### config.mk
export PLATFORM = sky130hd
export DESIGN_NAME = reg_writeback
export DESIGN_NICKNAME = d
export VERILOG_FILES = /design/src/rtl/reg_writeback.sv
export SDC_FILE = /design/constraint.sdc
export NUM_CORES = 1
export LEC_CHECK = 0
export ABC_AREA = 1
export ABC_CLOCK_PERIOD_IN_PS = 2850
export CAP_MARGIN = 30
export CORE_MARGIN = 2
export CORE_UTILIZATION = 45
export CTS_CLUSTER_SIZE = 25
export DETAILED_ROUTE_END_ITERATION = 12
export DONT_BUFFER_PORTS = 1
export PLACE_DENSITY_LB_ADDON = 0.05
export REMOVE_ABC_BUFFERS = 1
export SLEW_MARGIN = 40
export SYNTH_ARGS = -nofsm -noshare
export SYNTH_HDL_FRONTEND = slang
export SYNTH_SLANG_ARGS = --single-unit
### constraint.sdc
create_clock -name i_CLK -period 2.85 [get_ports i_CLK]
set_input_delay 0.57 -clock i_CLK [delete_from_list [all_inputs] [get_ports i_CLK]]
set_output_delay 0.57 -clock i_CLK [all_outputs]
set_load 0.05 [all_outputs]
### src/rtl/reg_writeback.sv
// reg_writeback: writeback stage feeding the single register-file write port.
// Merges single-cycle ALU results with in-order load responses, which are
// byte/halfword extracted and sign/zero extended. Outstanding loads are kept
// in a LOAD_DEPTH-entry FIFO of {rd, funct3, addr_lo}.
// Latency: a result accepted in cycle N appears on o_reg_w_* in cycle N+1.
// Backpressure: load responses are never stalled and always win, so
// o_alu_ready = !i_mem_rvalid. o_ld_ready = (count < LOAD_DEPTH).
// Ports: i_CLK/i_RST (sync, active-high); ALU in (i_alu_*, o_alu_ready);
// load issue (i_ld_*, o_ld_ready); memory response (i_mem_rvalid, i_mem_rdata);
// write port (o_reg_w_sel, o_reg_w_data); hazard mask (o_pend_mask);
// empty-FIFO response error pulse (o_ld_err).
// Build option: define PEND_MASK_EN to generate o_pend_mask. Without it the
// mask is tied to zero and the per-entry decode is dropped.
module reg_writeback #(
  parameter int LOAD_DEPTH = 2
) (
  input  logic        i_CLK,
  input  logic        i_RST,
  input  logic        i_alu_valid,
  input  logic [4:0]  i_alu_rd,
  input  logic [31:0] i_alu_data,
  output logic        o_alu_ready,
  input  logic        i_ld_issue,
  input  logic [4:0]  i_ld_rd,
  input  logic [2:0]  i_ld_funct3,
  input  logic [1:0]  i_ld_addr_lo,
  output logic        o_ld_ready,
  input  logic        i_mem_rvalid,
  input  logic [31:0] i_mem_rdata,
  output logic [4:0]  o_reg_w_sel,
  output logic [31:0] o_reg_w_data,
  output logic [31:0] o_pend_mask,
  output logic        o_ld_err
);

  localparam int PW = $clog2(LOAD_DEPTH);
  localparam int CW = PW + 1;
  localparam logic [CW-1:0] DEPTH_C = CW'(LOAD_DEPTH);

  // FIFO storage; entry validity is derived from the pointers and count.
  logic [4:0]    rd_q [LOAD_DEPTH];
  logic [2:0]    f3_q [LOAD_DEPTH];
  logic [1:0]    lo_q [LOAD_DEPTH];

  logic [PW-1:0] wr_ptr_q, wr_ptr_d;
  logic [PW-1:0] rd_ptr_q, rd_ptr_d;
  logic [CW-1:0] cnt_q, cnt_d;
  logic [4:0]    sel_q, sel_d;
  logic [31:0]   data_q, data_d;
  logic          err_q, err_d;

  logic          push, pop;
  logic [4:0]    head_rd;
  logic [2:0]    head_f3;
  logic [1:0]    head_lo;
  logic [7:0]    byte_v;
  logic [15:0]   half_v;
  logic [31:0]   ld_data;

  assign o_ld_ready  = (cnt_q < DEPTH_C);
  assign o_alu_ready = !i_mem_rvalid;

  assign pop  = i_mem_rvalid && (cnt_q != '0);
  // A pop frees a slot in the same edge, so an issue coinciding with a
  // response is taken even while full and the count stays at LOAD_DEPTH.
  assign push = i_ld_issue && (o_ld_ready || pop);

  assign head_rd = rd_q[rd_ptr_q];
  assign head_f3 = f3_q[rd_ptr_q];
  assign head_lo = lo_q[rd_ptr_q];

  // Extraction of the popped load; addr_lo[0] is ignored for halfwords.
  always_comb begin
    byte_v  = i_mem_rdata[{head_lo, 3'b000} +: 8];
    half_v  = i_mem_rdata[{head_lo[1], 4'b0000} +: 16];
    case (head_f3)
      3'b000:  ld_data = {{24{byte_v[7]}}, byte_v};
      3'b001:  ld_data = {{16{half_v[15]}}, half_v};
      3'b100:  ld_data = {24'd0, byte_v};
      3'b101:  ld_data = {16'd0, half_v};
      default: ld_data = i_mem_rdata;
    endcase
  end

  // Write-port arbitration: load response, else ALU, else idle.
  always_comb begin
    sel_d  = 5'd0;
    data_d = data_q;
    err_d  = 1'b0;
    if (pop) begin
      sel_d  = head_rd;
      data_d = ld_data;
    end else if (i_mem_rvalid) begin
      err_d  = 1'b1;
    end else if (i_alu_valid) begin
      sel_d  = i_alu_rd;
      data_d = i_alu_data;
    end
  end

  always_comb begin
    wr_ptr_d = push ? wr_ptr_q + PW'(1) : wr_ptr_q;
    rd_ptr_d = pop  ? rd_ptr_q + PW'(1) : rd_ptr_q;
    cnt_d    = cnt_q;
    case ({push, pop})
      2'b10:   cnt_d = cnt_q + CW'(1);
      2'b01:   cnt_d = cnt_q - CW'(1);
      default: cnt_d = cnt_q;
    endcase
  end

  always_ff @(posedge i_CLK) begin
    if (i_RST) begin
      wr_ptr_q <= '0;
      rd_ptr_q <= '0;
      cnt_q    <= '0;
      sel_q    <= '0;
      data_q   <= '0;
      err_q    <= 1'b0;
    end else begin
      wr_ptr_q <= wr_ptr_d;
      rd_ptr_q <= rd_ptr_d;
      cnt_q    <= cnt_d;
      sel_q    <= sel_d;
      data_q   <= data_d;
      err_q    <= err_d;
    end
  end

  // Entry payload needs no reset: it is only observed while counted valid.
  always_ff @(posedge i_CLK) begin
    if (push) begin
      rd_q[wr_ptr_q] <= i_ld_rd;
      f3_q[wr_ptr_q] <= i_ld_funct3;
      lo_q[wr_ptr_q] <= i_ld_addr_lo;
    end
  end

  assign o_reg_w_sel  = sel_q;
  assign o_reg_w_data = data_q;
  assign o_ld_err     = err_q;

`ifdef PEND_MASK_EN
  logic [31:0] mask_v;
  logic [PW-1:0] off_v;

  // Entry i is live when its distance from the read pointer is below count.
  always_comb begin
    mask_v = 32'd0;
    off_v  = '0;
    for (int i = 0; i < LOAD_DEPTH; i++) begin
      off_v = PW'(i) - rd_ptr_q;
      if ({1'b0, off_v} < cnt_q) begin
        mask_v[rd_q[i]] = 1'b1;
      end
    end
    mask_v[0] = 1'b0;
  end

  assign o_pend_mask = mask_v;
`else
  assign o_pend_mask = 32'd0;
`endif

endmodule

# Word-level counts from Yosys, hierarchy flattened
# Memory sizes are Yosys's and may differ from the RTL's. A register that Yosys moved wholly into a read port is not among the register bits.
# Index checks and enable logic that the tools add are counted.
# totals
n_memories,3
ram_bits,20
inputBits,84
regBits,42
# mem_list
name,depth,width,rd,rd_ports_with_merged_regs,wr,line,text
rd_q,2,5,1,1,1,41,logic [4:0] rd_q [LOAD_DEPTH];
f3_q,2,3,1,1,1,42,logic [2:0] f3_q [LOAD_DEPTH];
lo_q,2,2,1,1,1,43,logic [1:0] lo_q [LOAD_DEPTH];
# classes
muxes,17
eq_ne,6
reduce_logical,10
n_addsub,4
n_lt_le_gt_ge,1
shift,2
# ops
cell,count
case mux 32 bit (4 select lines),1
two-way mux 32 bit,3
indexed part select 32 x 6 -> 16 bit,1
indexed part select 32 x 6 -> 8 bit,1
two-way mux 5 bit,3
two-way mux 1 bit,9
equality test 3 bit (second input constant),2
nonzero test 2 bit,3
case mux 2 bit (2 select lines),1
equality test 3 x 1 -> 1 bit (second input constant),1
logical NOT 3 bit,1
adder 1 bit (second input constant),2
adder 2 x 1 -> 2 bit (second input constant),1
equality test 2 x 1 -> 1 bit (second input constant),1
equality test 2 bit (second input constant),1
logical AND 1 bit,2
< comparator 2 bit (second input constant),1
inequality test 2 x 1 -> 1 bit (second input constant),1
AND reduction 2 bit,1
OR reduction 2 bit,1
subtractor 2 x 1 -> 2 bit (second input constant),1
logical NOT 1 bit,1
logical OR 1 bit,1

# Longest topological paths before layout
# Gate-level depths: netlist of run 1.
# depth
word_depth,6
ltp_mapped,11

# Worst setup path before layout of run 1
# Ideal clock, no wire load.
# synth_timing
path_type,input port to flip-flop
startpoint,input port i_mem_rvalid
endpoint,register cnt_q[1]
cell_stages,10
t_arrival_ns,1.949
setup_slack_ns,0.831
t_required_ns,2.780
cell_sequence,o21ai_1 -> inv_1 -> clkbuf_1 -> buf_1 -> ha_1 -> inv_1 -> nand2_1 -> nor2_1 -> o21ai_0 -> a21oi_1
# synth_via
elab_chain_cells,5
elab_cells_between_ends,7
cone_classes,2 x eq/ne; 1 x mux; 4 x reduce/logical
# synth_lines
element,line,text
start: declaration,28,"input logic i_mem_rvalid,"
logical AND 1 bit (*),63,assign pop = i_mem_rvalid && (cnt_q != '0);
net pop,52,"logic push, pop;"
logical OR 1 bit,66,assign push = i_ld_issue && (o_ld_ready || pop);
logical AND 1 bit,66,
equality test 2 x 1 -> 1 bit or equality test 2 bit (tied branches),105,"case ({push, pop})"
case mux 2 bit (2 select lines) or nonzero test 2 bit (tied branches),-,
end signal: assignment,123,cnt_q <= cnt_d;
end: declaration,47,"logic [CW-1:0] cnt_q, cnt_d;"
# Mark *: on every way through the listed nets, which the timed path passes. The rest lies on a longest branch.
# A chain may end at the register's enable or synchronous reset.

==> impl_metrics.json, run 1 <==
{
  "outcome": "finished clean",
  "power-per-cell-area_nw_per_um2": 809,
  "dr.pass1.iters": 4,
  "setup_violations": 0,
  "cts-htree-levels": 3,
  "drt-wirelength-per-cell_um": 15.5,
  "cp_max_fo": 14,
  "fin_worst_skew_ns": 0.00497,
  "ys_seq_area_share_pct": 41.3,
  "worst_pin_slew_ns": 0.819,
  "synthDominantCellAreaShare_pct": 24.3,
  "critical_path_class": "reg2reg",
  "totalWireLength_mm": 8.85,
  "io-pin-count": 156,
  "critPathRequiredTime_ns": 3.13,
  "dr_total_vias": 2916,
  "routabilityCongestion": 0.838,
  "fill_cells": 815,
  "groute.usage.overall_pct": 20.8,
  "path_clk_slew_ns": 0.08,
  "num-nets-final": 547,
  "synth_top_area_cell": "dfxtp_1",
  "die_w_um": 92.6,
  "worst_hold_slack_ns": 0.277,
  "fmax_ghz": 0.456,
  "cts_hold_repair.buffers": 0,
  "design.core.area_um2": 7690,
  "start_kind": "flop",
  "grt_antenna_before_repair": 2,
  "vias_cell": 5.11,
  "die_area_um2": 8580,
  "synth.area.top_cells": "dfxtp_1 (24%), edfxtp_1 (17%), nand2_1 (15%)",
  "port_buffers": 0,
  "grt_start_max_net_pins": 40,
  "overall_die_height_um": 92.6,
  "timing.final.max_slew_violations": 0,
  "cp_data_arrival_time_ns": 2.47,
  "floorplan_row_count": 32,
  "clk-insertion-delay-late_ns": 0.35,
  "fin_setup_tns_ns": 0,
  "initial_utilization_pct": 46.0,
  "utilization_pct": 47.7,
  "drt_drc_violations_left": 0,
  "timing.critical_path.to_type": "flop",
  "period_needed_ns": 2.19,
  "groute.layer.met3.usage_pct": 7.08,
  "total_power_mw": 2.97,
  "hold_violation_count_in_the_final_report": 0,
  "post_cts.resized_instances": 0,
  "ys_seq_elements": 63,
  "area_of_placed_instances_um2": 3460,
  "synthToLayoutAreaGrowth_pct": 3.79,
  "first_global_vias": 2730,
  "dp_hpwl_mm": 6.41,
  "global_route_wire_length_before_repair_mm": 13.8,
  "cellLeakagePower_nw": 1.64,
  "gr-usage-met1_pct": 25.8,
  "design_area_final_um2": 3670,
  "tritoncts.num_buffers": 9,
  "tritoncts_clock_tree": "built",
  "timing.max_slew.rel_slack_pct": 45.4,
  "avgSynthCellArea_um2": 7.56,
  "drtAntennaViolNets": 0,
  "ys_types": 30,
  "cts_buffer_depth": 2,
  "cts_root_buf": "clkbuf_8",
  "period_share_pct": 76.9,
  "hold_path_class": "in2reg",
  "grt-ovfl-total": 0,
  "post_route_cells_drive_above_1_share_pct": 9.85,
  "post_synth_instance_area_um2": 3540,
  "post_cts.repair.setup_buffers": 0,
  "yosysWarnings": 0,
  "grt_most_used_layer": "met2",
  "cts.sink_count": 63,
  "max_vdd_drop_uv": 330,
  "syn-instance-count": 468,
  "setup_repair_after_global_routing_missed_its_margin": "no",
  "gr-usage-met2_pct": 33.6,
  "maxCapViolations": 0,
  "detailed_router_s_first_iteration_violation_count": 160
}
critical path, stage by stage (launching register included):
cell and delay [ns]:
dfxtp_1 0.62, nand2_1 0.18, nand2_1 0.38, buf_4 0.25
inv_1 0.15, o21ai_0 0.20, nand2_1 0.07, nand3_1 0.10
nand2_1 0.05, a21oi_1 0.11
logic make-up (layout without fill, tap and decap cells):
logic type / Yosys count / count (layout) / synth area share [%]
DFF: 63 / 63 / 41.3
other: 1 / 34 / 0.106
adders and majority gates: 1 / 1 / 0.354
buffers and inverters: 101 / 69 / 15.6
and+or+nand+nor: 196 / 196 / 23.2
AOI/OAI and AO/OA: 106 / 106 / 19.4
layout by cell type, fill, tap and decap left out, types with 4 or more instances in the layout:
master	n
a22o_1	8
o21ai_0	26
nand2_1	137
o21bai_1	8
nor2_1	14
inv_1	43
o221ai_1	15
conb_1	32
a21oi_2	4
buf_4	8
dfxtp_1	43
a21oi_1	37
clkbuf_8	9
o21ai_2	6
edfxtp_1	20
nand3_1	32
final timing paths:
| kind | startpoint | to | slack [ns] | depth (start not counted) |
|---|---|---|---|---|
| max | flop | o_reg_w_data[3] | 0.66 | 9 |
| min | i_RST | o_reg_w_data[22] | 0.28 | 1 |
| max reg2reg | flop | o_reg_w_data[3] | 0.66 | 9 |
| min reg2reg | rd_ptr_q | rd_ptr_q | 0.46 | 1 |
Yosys cell counts, drive strengths merged:
cell type	n
nand2	142
buf	46
inv	45
dfxtp	43
a21oi	41
o21ai	34
nand3	32
edfxtp	20
nor2	17
o221ai	15
clkbuf	10
a22o	8
o21bai	8
nand3b	2
and2	1
conb	1
ha	1
nor3	1
or2	1
layout make-up:
class                           count  area (µm²)  share of cell area, %
Sequential cell                    63        1460                   39.8
Tap cell                          102         128                   3.48
Clock buffer                        9         124                   3.38
Inverter                           45         169                   4.60
Multi-Input combinational cell    335        1640                   44.8
Timing Repair Buffer                8        60.1                   1.64
Antenna cell                        2        5.00                  0.136
Clock inverter                      7        80.1                   2.18
sequential cells by signal (all words and copies together), names as in the netlist, named ones only:
| name | cells |
|---|---|
| o_reg_w_data | 32 |
| rd_q | 10 |
| f3_q | 6 |
| o_reg_w_sel | 5 |
| lo_q | 4 |
| cnt_q | 2 |
| o_ld_err | 1 |
| rd_ptr_q | 1 |
| wr_ptr_q | 1 |
stage by stage:
stage,worst slack (ns),std cells
after global placement,0.718,553
after global routing,0.323,570
after floorplan,0.437,443
after CTS,0.632,569
after detailed placement,0.658,553
final,0.658,571
metal layers:
| metal | routed length [µm] | part of all wire [%] |
|---|---|---|
| met5 | 0 | 0 |
| met4 | 167 | 1.9 |
| met1 | 3750 | 42 |
| met3 | 782 | 8.8 |
| met2 | 4140 | 47 |
report_power, final:
part,total (mW),internal [mW],switching [mW]
registers,1.39,1.04,0.348
logic,0.774,0.228,0.546
clock network,0.803,0.414,0.389
total,2.97,1.68,1.28
Note: power is estimated with default switching activity, not from simulation.
==> run 2: changes to the inputs <==
Settings changed: ABC_CLOCK_PERIOD_IN_PS 2850 to 1900.
Clock period 2.85 ns to 1.9 ns, I/O delays scaled along.
==> impl_metrics.json, run 2 (synthesized netlist as in run 1, its figures left out) <==
{
  "cp_max_fo": 11,
  "gr-usage-met2_pct": 36.7,
  "final_cell_mix": "nand2_1 (137), inv_1 (43), dfxtp_1 (43), a21oi_1 (37)",
  "total_power_mw": 4.60,
  "port_buffers": 0,
  "max_vdd_drop_uv": 547,
  "critical_path.slowest_cell": "dfxtp_1",
  "overall_die_height_um": 92.6,
  "period_share_pct": 88.2,
  "maxCapViolations": 0,
  "totalWireLength_mm": 9.19,
  "worstPathCellList": "buf_4, o21ai_0, nand2_2, nor2_1, nand2_1, nand3_1, nand2_1, a21oi_1",
  "die_area_um2": 8580,
  "dr_total_vias": 2992,
  "num-nets-final": 557,
  "synthToLayoutAreaGrowth_pct": 7.11,
  "fmax_ghz": 0.597,
  "largest_register_ff_count": 32,
  "cts_root_buf": "clkbuf_8",
  "grt_start_max_net_pins": 40,
  "drt-wirelength-per-cell_um": 15.8,
  "cts_hold_repair.buffers": 0,
  "timing.final.max_slew_violations": 0,
  "groute.layer.met3.usage_pct": 8.06,
  "hold_path_class": "in2reg",
  "grt-ovfl-total": 0,
  "drtAntennaViolNets": 0,
  "groute.usage.overall_pct": 22.0,
  "cpPeakStageDelay_ns": 0.34,
  "critical_path_class": "reg2reg",
  "cp_data_arrival_time_ns": 1.96,
  "initial_utilization_pct": 46.0,
  "timing.max_slew.rel_slack_pct": 62.1,
  "dr.pass1.iters": 4,
  "sequential_cell_area_um2": 1460,
  "hold_violation_count_in_the_final_report": 0,
  "power-per-cell-area_nw_per_um2": 1220,
  "setup_violations": 0,
  "detailed_router_s_first_iteration_violation_count": 156,
  "utilization_pct": 49.3,
  "first_global_vias": 2844,
  "cts.sink_count": 63,
  "post_layout_nonfiller_instances": 580,
  "fill_cells": 803,
  "post_route_cells_drive_above_1_share_pct": 11.9,
  "period_needed_ns": 1.68,
  "design.core.area_um2": 7690,
  "ff_to_ff_setup_slack_ns": 0.22,
  "clk-insertion-delay-late_ns": 0.35,
  "tritoncts_clock_tree": "built",
  "vias_cell": 5.16,
  "die_w_um": 92.6,
  "cts-htree-levels": 3,
  "fin_worst_skew_ns": 0.00872,
  "gr-usage-met1_pct": 26.0,
  "drt_drc_violations_left": 0,
  "floorplan_row_count": 32,
  "dp_hpwl_mm": 6.73,
  "tritoncts.num_buffers": 9,
  "cts_buffer_depth": 2,
  "worst_pin_slew_ns": 0.568,
  "cellLeakagePower_nw": 1.71,
  "routabilityCongestion": 0.848,
  "start_kind": "flop",
  "outcome": "finished clean",
  "setup_repair_after_global_routing_missed_its_margin": "no",
  "fin_setup_tns_ns": 0,
  "place.detailed.instances": 561,
  "global_route_wire_length_before_repair_mm": 14.4,
  "timing.critical_path.to_type": "flop",
  "path_common_cell": "nand2_1",
  "mostFrequentLayoutCell": "nand2_1",
  "grt_antenna_before_repair": 1,
  "io-pin-count": 156,
  "critPathRequiredTime_ns": 2.19,
  "path_clk_slew_ns": 0.08,
  "multi_input_area_um2": 1650,
  "grt_most_used_layer": "met2"
}
[run 2: critical path, delay by kind of cell (launching register included)]
kind                   cells  cell delay, ns
buffers and inverters      1            0.18
AND/OR/NAND/NOR            5            0.70
AO/OA/AOI/OAI              2            0.40
flip-flops                 1            0.34
[run 2: path summary, 6_finish.rpt]
check,cells after the start,start,end
max,8,flop,o_reg_w_data[5]
max reg2reg,8,flop,o_reg_w_data[5]
min,1,i_RST,o_reg_w_data[21]
min reg2reg,1,rd_ptr_q,rd_ptr_q
[run 2: metal layers]
metal | up-vias | routed length [µm]
met5 | - | 0
met4 | 0 | 156
met3 | 16 | 800
met2 | 114 | 4470
met1 | 1370 | 3760
li1 | 1492 | -
[run 2: repair_timing]
action,4_1_cts,5_1_grt
buffers inserted,0,2
setup endpoints to repair,0,7
resized for setup,0,2
[run 2: through the flow]
stage	cell area, µm²	hold slack (ns)	worst slack, ns
after floorplan	3270	0.426	-0.323
after global placement	3530	0.438	0.180
after detailed placement	3530	0.447	0.160
after CTS	3750	0.0622	0.138
after global routing	3780	0.0550	0.00827
final	3790	0.0795	0.224
[run 2: final cells by class]
| type | count | area share (%) |
|---|---|---|
| antenna | 1 | 0.0661 |
| clock inverter | 6 | 1.92 |
| multi-input combinational | 335 | 43.4 |
| clock buffer | 10 | 3.93 |
| timing repair buffer | 18 | 4.23 |
| sequential | 63 | 38.6 |
| inverter | 45 | 4.46 |
| tap | 102 | 3.37 |
[run 2: power breakdown]
part / internal [mW] / switching [mW] / total (mW)
Clock: 0.701 / 0.586 / 1.29
Sequential: 1.56 / 0.507 / 2.07
Combinational: 0.395 / 0.852 / 1.25
==> variant 1, RTL diff (flow settings as in run 2) <==
Build with the macro `PEND_MASK_EN` defined.
--- a/src/rtl/reg_writeback.sv
+++ b/src/rtl/reg_writeback.sv
@@ -13,2 +13,4 @@
 // mask is tied to zero and the per-entry decode is dropped.
+`define PEND_MASK_EN
+
 module reg_writeback #(
Function: changed (a bounded check fails within 4 cycles, from zero or initial values and one cycle with i_RST high).
==> variant 1 against run 2 <==
- the flow now finishes with violations (negative setup slack)
- sequential share of layout area is 9.9 points lower
- via count is 30% higher
- worst setup slack worse by 0.44 ns
- synthesized area is 12% higher
- sequential power is 5% higher
- final area is 35% higher
- largest cell class unchanged
- power is 7.6% higher
- global-route usage is 2.7 points higher
- wire length is 33% higher
- sequential cell count stayed put
- die area is 11% higher
==> variant 1: results (changes against run 2) <==
[status]
status = finished with violations
violations = negative setup slack

[placed_design]
gp_congestion = 0.838  ; -1.2%
place_hpwl_um = 8590  ; +28%
port_buffers = 0  ; unchanged

[synthesis]
synth-edff-count = 20  ; unchanged
seq_area_frac_synth_pct = 37.0  ; -4.3 points
synthMuxAreaShare_pct = 0  ; unchanged
synth-compound-area-share_pct = 22.6  ; +3.2 points
async_flop_share_pct = 0  ; unchanged
synth.distinct_cells = 32  ; +6.7%
synth.area.top_cells = dfxtp_1 (22%), edfxtp_1 (15%), nand2_1 (13%)
synthXorXnorAreaFrac_pct = 0  ; unchanged
synthAdderAreaFrac_pct = 0.317  ; -0.037 points
synth_warnings = 0  ; unchanged
synth_commonest_cells = nand2_1 (132), o21ai_0 (79), a21oi_1 (48), inv_1 (48), dfxtp_1 (43)

[detailed_routing]
via_per_inst = 5.50  ; +6.7%
dr.pass1.iters = 4  ; unchanged
first_iter_violations = 125  ; -20%
wire_per_inst_um = 17.2  ; +8.6%

[worst_setup_path]
rr_endpoint = o_reg_w_data[6]
crit_fanout = 5  ; -6
startpoint = rd_q[0][2]
r2r_slack_ns = 0.19  ; -0.03 ns
critPathArrivalTime_ns = 1.73  ; -0.23 ns
r2r_cells = 11  ; +3

[timing]
setup_viol = 31  ; +31
relSlewSlack_pct = 55.2  ; -6.9 points
tns_ns = -3.66  ; -3.66 ns
finalClockSkew_ns = 0.00860  ; -0.000113 ns
layout_setup_ws_ns = -0.214  ; -0.438 ns

[clock_network]
clkTransAtPathRegs_ns = 0.07
numCtsBuffers = 9  ; unchanged
h-tree-depth = 3  ; unchanged
cts_root_buffer = clkbuf_8

[grt]
grt_max_degree = 50  ; +25%
grt_pass1_vias = 3747  ; +32%
grt_usage_pct = 24.7  ; +2.7 points
grt_pass1_wl_um = 18900  ; +31%
grt_antenna_before_repair = 0  ; -1

[min_path]
min_delay_path_depth = 1  ; unchanged
hold_class = in -> reg
hp-start = i_RST
whs_endpoint = o_reg_w_sel[0]

[pwr]
p_leak_uw = 0.00220  ; +29%
peakVddDrop_uv = 586  ; +7.3%

[layout]
nNetsFinal = 680  ; +22%
final_layout_size_suffix_gt1_share_pct = 36.5  ; +25 points
antenna_cells = 0  ; -1
largest_reg_flops = 32  ; unchanged

variant 1: cell types whose count changed after synthesis, moves of 6 or more:
cell	before	now
buf_4	32	2
or2_2	1	17
o21bai_1	8	0
a21oi_2	4	20
nand3_2	0	22
a21oi_1	37	48
o21ai_2	6	0
nor3_1	1	13
o21ai_0	26	79
o221ai_1	15	8
a22o_1	8	0
variant 1: final cells by class:
type                       count  area, um2
fill                         806       3480
multi-input combinational    402       2480
sequential                    63       1470
timing repair buffer          68        679
inverter                      51        191
tap                          108        135
clock buffer                  10        128
clock inverter                 6       37.5
variant 1: how the worst max path moves through the flow:
| stage | slack, ns | depth (start not counted) | to |
|---|---|---|---|
| final | -0.21 | 5 | o_pend_mask[24] |
| after global routing | -0.28 | 6 | o_pend_mask[8] |
| after CTS | -0.14 | 5 | o_pend_mask[20] |
| after detailed placement | -0.15 | 5 | o_pend_mask[13] |
| after global placement | -0.09 | 6 | o_pend_mask[12] |
| after floorplan | -0.70 | 6 | o_reg_w_data[16] |
variant 1: worst max-delay path, stage by stage, from the launching register on:
cell and delay [ns]:
edfxtp_1 0.50, buf_4 0.20, nor3_4 0.28, nand2_1 0.08
o21ai_1 0.13, buf_6 0.19
variant 1: stage by stage:
stage	instances	area, um2	setup WS, ns	power [uW]	hold slack (ns)
final	708	5110	-0.214	4950	0.0876
after global routing	708	5110	-0.279	5240	0.0712
after global placement	680	4400	-0.0942	3720	0.452
after CTS	705	4930	-0.136	4910	0.0771
after detailed placement	680	4400	-0.151	3740	0.453
after floorplan	516	3810	-0.699	3260	0.443
variant 1: logic make-up (layout without fill, tap and decap cells):
logic type,after synthesis,in the layout
AND/OR/NAND/NOR,243,243
AO/OA/AOI/OAI,157,157
buffers and inverters,75,135
flip-flops,63,63
adder cells (fa/ha/maj),1,1
other,1,1
variant 1: what timing repair did:
| item | CTS | global route |
|---|---|---|
| resized for setup | 72 | 41 |
| pin swaps | 4 | 1 |
| gates cloned | 0 | 0 |
| buffers inserted | 9 | 3 |
| endpoints found under the setup margin | 31 | 40 |
variant 1: routing by layer:
| metal | vias to the layer above | wire length (um) | GRT usage [%] |
|---|---|---|---|
| met5 | - | 0 | 0 |
| met4 | 0 | 268 | 7.91 |
| met3 | 20 | 960 | 7.27 |
| met2 | 154 | 5780 | 39.5 |
| met1 | 1783 | 5180 | 32.2 |
| li1 | 1939 | - | - |
variant 1: power by group:
part / leakage (uW) / internal, uW / switching [uW]
registers: 0.000544 / 1580 / 587
logic: 0.00158 / 621 / 1130
clock network: 0.0000797 / 466 / 561
==> variant 2, RTL diff (flow settings as in run 2) <==
Without the edit above. Register the output `o_ld_err` once more, with the module's reset; this adds one clock of latency there. The other outputs are not delayed to match.
--- a/src/rtl/reg_writeback.sv
+++ b/src/rtl/reg_writeback.sv
@@ -140,3 +140,9 @@
   assign o_reg_w_data = data_q;
-  assign o_ld_err     = err_q;
+  always_ff @(posedge i_CLK) begin
+    if (i_RST) begin
+      o_ld_err <= '0;
+    end else begin
+      o_ld_err <= err_q;
+    end
+  end
 
Behaviour: not the same (a bounded check fails within 4 cycles, from zero or initial values and one cycle with i_RST high).
==> variant 2 against run 2 <==
- sequential cell count grew 1
- worst setup slack lost 0.036 ns
- count of clock-buffer cells in the layout shrank 1
- synthesized area grew 4.0%
- wire length grew 8.6%
- sequential power grew 4%
- power grew 4.1%
- critical path type unchanged
- clock skew is essentially flat
- combinational power grew 13%
- final area grew 4.1%
- largest power group unchanged
==> variant 2: results (changes against run 2) <==
[pwr]
peakVddDrop_uv = 525  ; -3.9%
p_leak_uw = 0.00176  ; +3.0%

[timing]
finalClockSkew_ns = 0.00911  ; +0.000388 ns
tightest_slew_ns = 0.632  ; +0.0633 ns

[clock_network]
numCtsBuffers = 9  ; unchanged
clk_latency_ns = 0.35  ; about the same

[placed_design]
gp_congestion = 0.833  ; -1.8%
postPlaceCellArea_um2 = 3690  ; +4.4%
place_hpwl_um = 6950  ; +3.3%
pre_cts_ws_ns = 0.141  ; -0.0190 ns
port_buffers = 0  ; unchanged

[worst_setup_path]
r2r_slack_ns = 0.19  ; -0.04 ns
crit_fanout = 9  ; -2
cpLargestDelayFamily = simple AND/OR/NAND/NOR gates
rr_endpoint = o_reg_w_data[30]
critPathArrivalTime_ns = 2.00  ; +0.04 ns
r2r_cells = 9  ; +1
slowest_stage = dfxtp_2
cp_slowest_stage_delay_ns = 0.39  ; +0.05 ns

[detailed_routing]
first_iter_violations = 162  ; +3.8%
routed_wl_um = 9970  ; +8.6%
via_per_inst = 5.27  ; +2.2%
dr.pass1.iters = 5  ; +1

[grt]
grt_max_degree = 39  ; -2.5%
grt_usage_pct = 22.3  ; +0.22 points
grt_pass1_vias = 2935  ; +3.2%
grt_pass1_wl_um = 15100  ; +4.3%

[layout]
final_layout_size_suffix_gt1_share_pct = 18.7  ; +6.7 points
nNetsFinal = 578  ; +3.8%
final_cells = 601  ; +3.6%
nFillCells = 772  ; -3.9%

[synthesis]
synth.distinct_cells = 31  ; +3.3%
async_flop_share_pct = 0  ; unchanged
synth_commonest_cells = nand2_1 (130), a21oi_1 (52), dfxtp_1 (44), nand3_1 (42), buf_4 (33)
synth-edff-count = 20  ; unchanged
seq_area_frac_synth_pct = 40.3  ; -1.0 points
synth.area.top_cells = dfxtp_1 (24%), edfxtp_1 (16%), nand2_1 (13%)
synth_warnings = 0  ; unchanged
syn_inst = 489  ; +4.5%

[status]
status = complete, no violations

[min_path]
whs_endpoint = o_reg_w_sel[4]

## variant 2: changes by cell type after synthesis, moves of 5 or more
cell,run 2,this run
or2_2,1,24
a21oi_1,37,52
a22o_1,8,0
nor2_1,16,10
inv_1,43,30
o221ai_1,15,10
o21ai_2,6,1
o21bai_1,8,2
o21ai_0,26,31
nand3_1,32,42
nand2_1,137,130
## variant 2: cells by family after synthesis
group	count (synthesis)	share of synthesized area (%)
buf+inv	91	14.3
compound gates	109	17.2
other cells	1	0.102
fa+ha+maj	1	0.340
simple gates	223	27.8
flops	64	40.3
## variant 2: power by group
group	switching [uW]	leakage, uW	internal [uW]
Clock	606	0.0000925	616
Sequential	557	0.000552	1600
Combinational	965	0.00112	449
Total	2130	0.00176	2660
## variant 2: area by class of cell
class | count | area (um2) | area share (%)
flip-flops and latches | 64 | 1480 | 37.6
clock inverters | 7 | 78.8 | 2.00
inverters | 31 | 119 | 3.02
well taps | 102 | 128 | 3.24
repair buffers | 20 | 163 | 4.13
multi-input cells | 367 | 1840 | 46.8
diodes | 1 | 2.50 | 0.0635
clock buffers | 9 | 124 | 3.14
## variant 2: worst register-to-register path, cell delays in order, from the launching register on
cell     delay (ns)
dfxtp_2        0.39
buf_4          0.19
nand2_1        0.06
nand2_1        0.11
nand2_1        0.15
nor2_4         0.23
nand3_2        0.22
nand3_1        0.13
nand2_1        0.07
a21oi_2        0.10
## variant 2: through the flow
step	hold WS, ns	utilization, %
after floorplan	0.388	-
after global placement	0.405	47.2
after detailed placement	0.405	47.3
after CTS	0.0819	49.9
after global routing	0.0773	50.5
final	0.0855	50.5
## variant 2: timing repair
action,in CTS,in global routing
gates resized for setup,0,6
setup buffers,0,0
hold buffers,0,0
setup endpoints to repair,0,25
## variant 2: metal layers
metal | share of wire [%] | global-route usage (%) | up-vias
li1 | - | - | 1568
met1 | 42 | 28.8 | 1450
met2 | 47 | 35.1 | 142
met3 | 10 | 6.70 | 10
met4 | 1.3 | 8.45 | 0
met5 | 0 | 0 | -
## variant 2: how the worst max path moves through the flow
stage	start	end	slack, ns	cells after the start
2_1_floorplan	cnt_q[0]	o_reg_w_data[17]	-0.86	5
4_1_cts	flop	o_reg_w_data[18]	0.12	9
6_report	flop	o_reg_w_data[30]	0.19	9
5_1_grt	flop	o_reg_w_data[16]	0.05	9
3_5_place_dp	flop	o_reg_w_data[12]	0.14	9
3_3_place_gp	cnt_q[1]	f3_q[1][0]	0.14	4
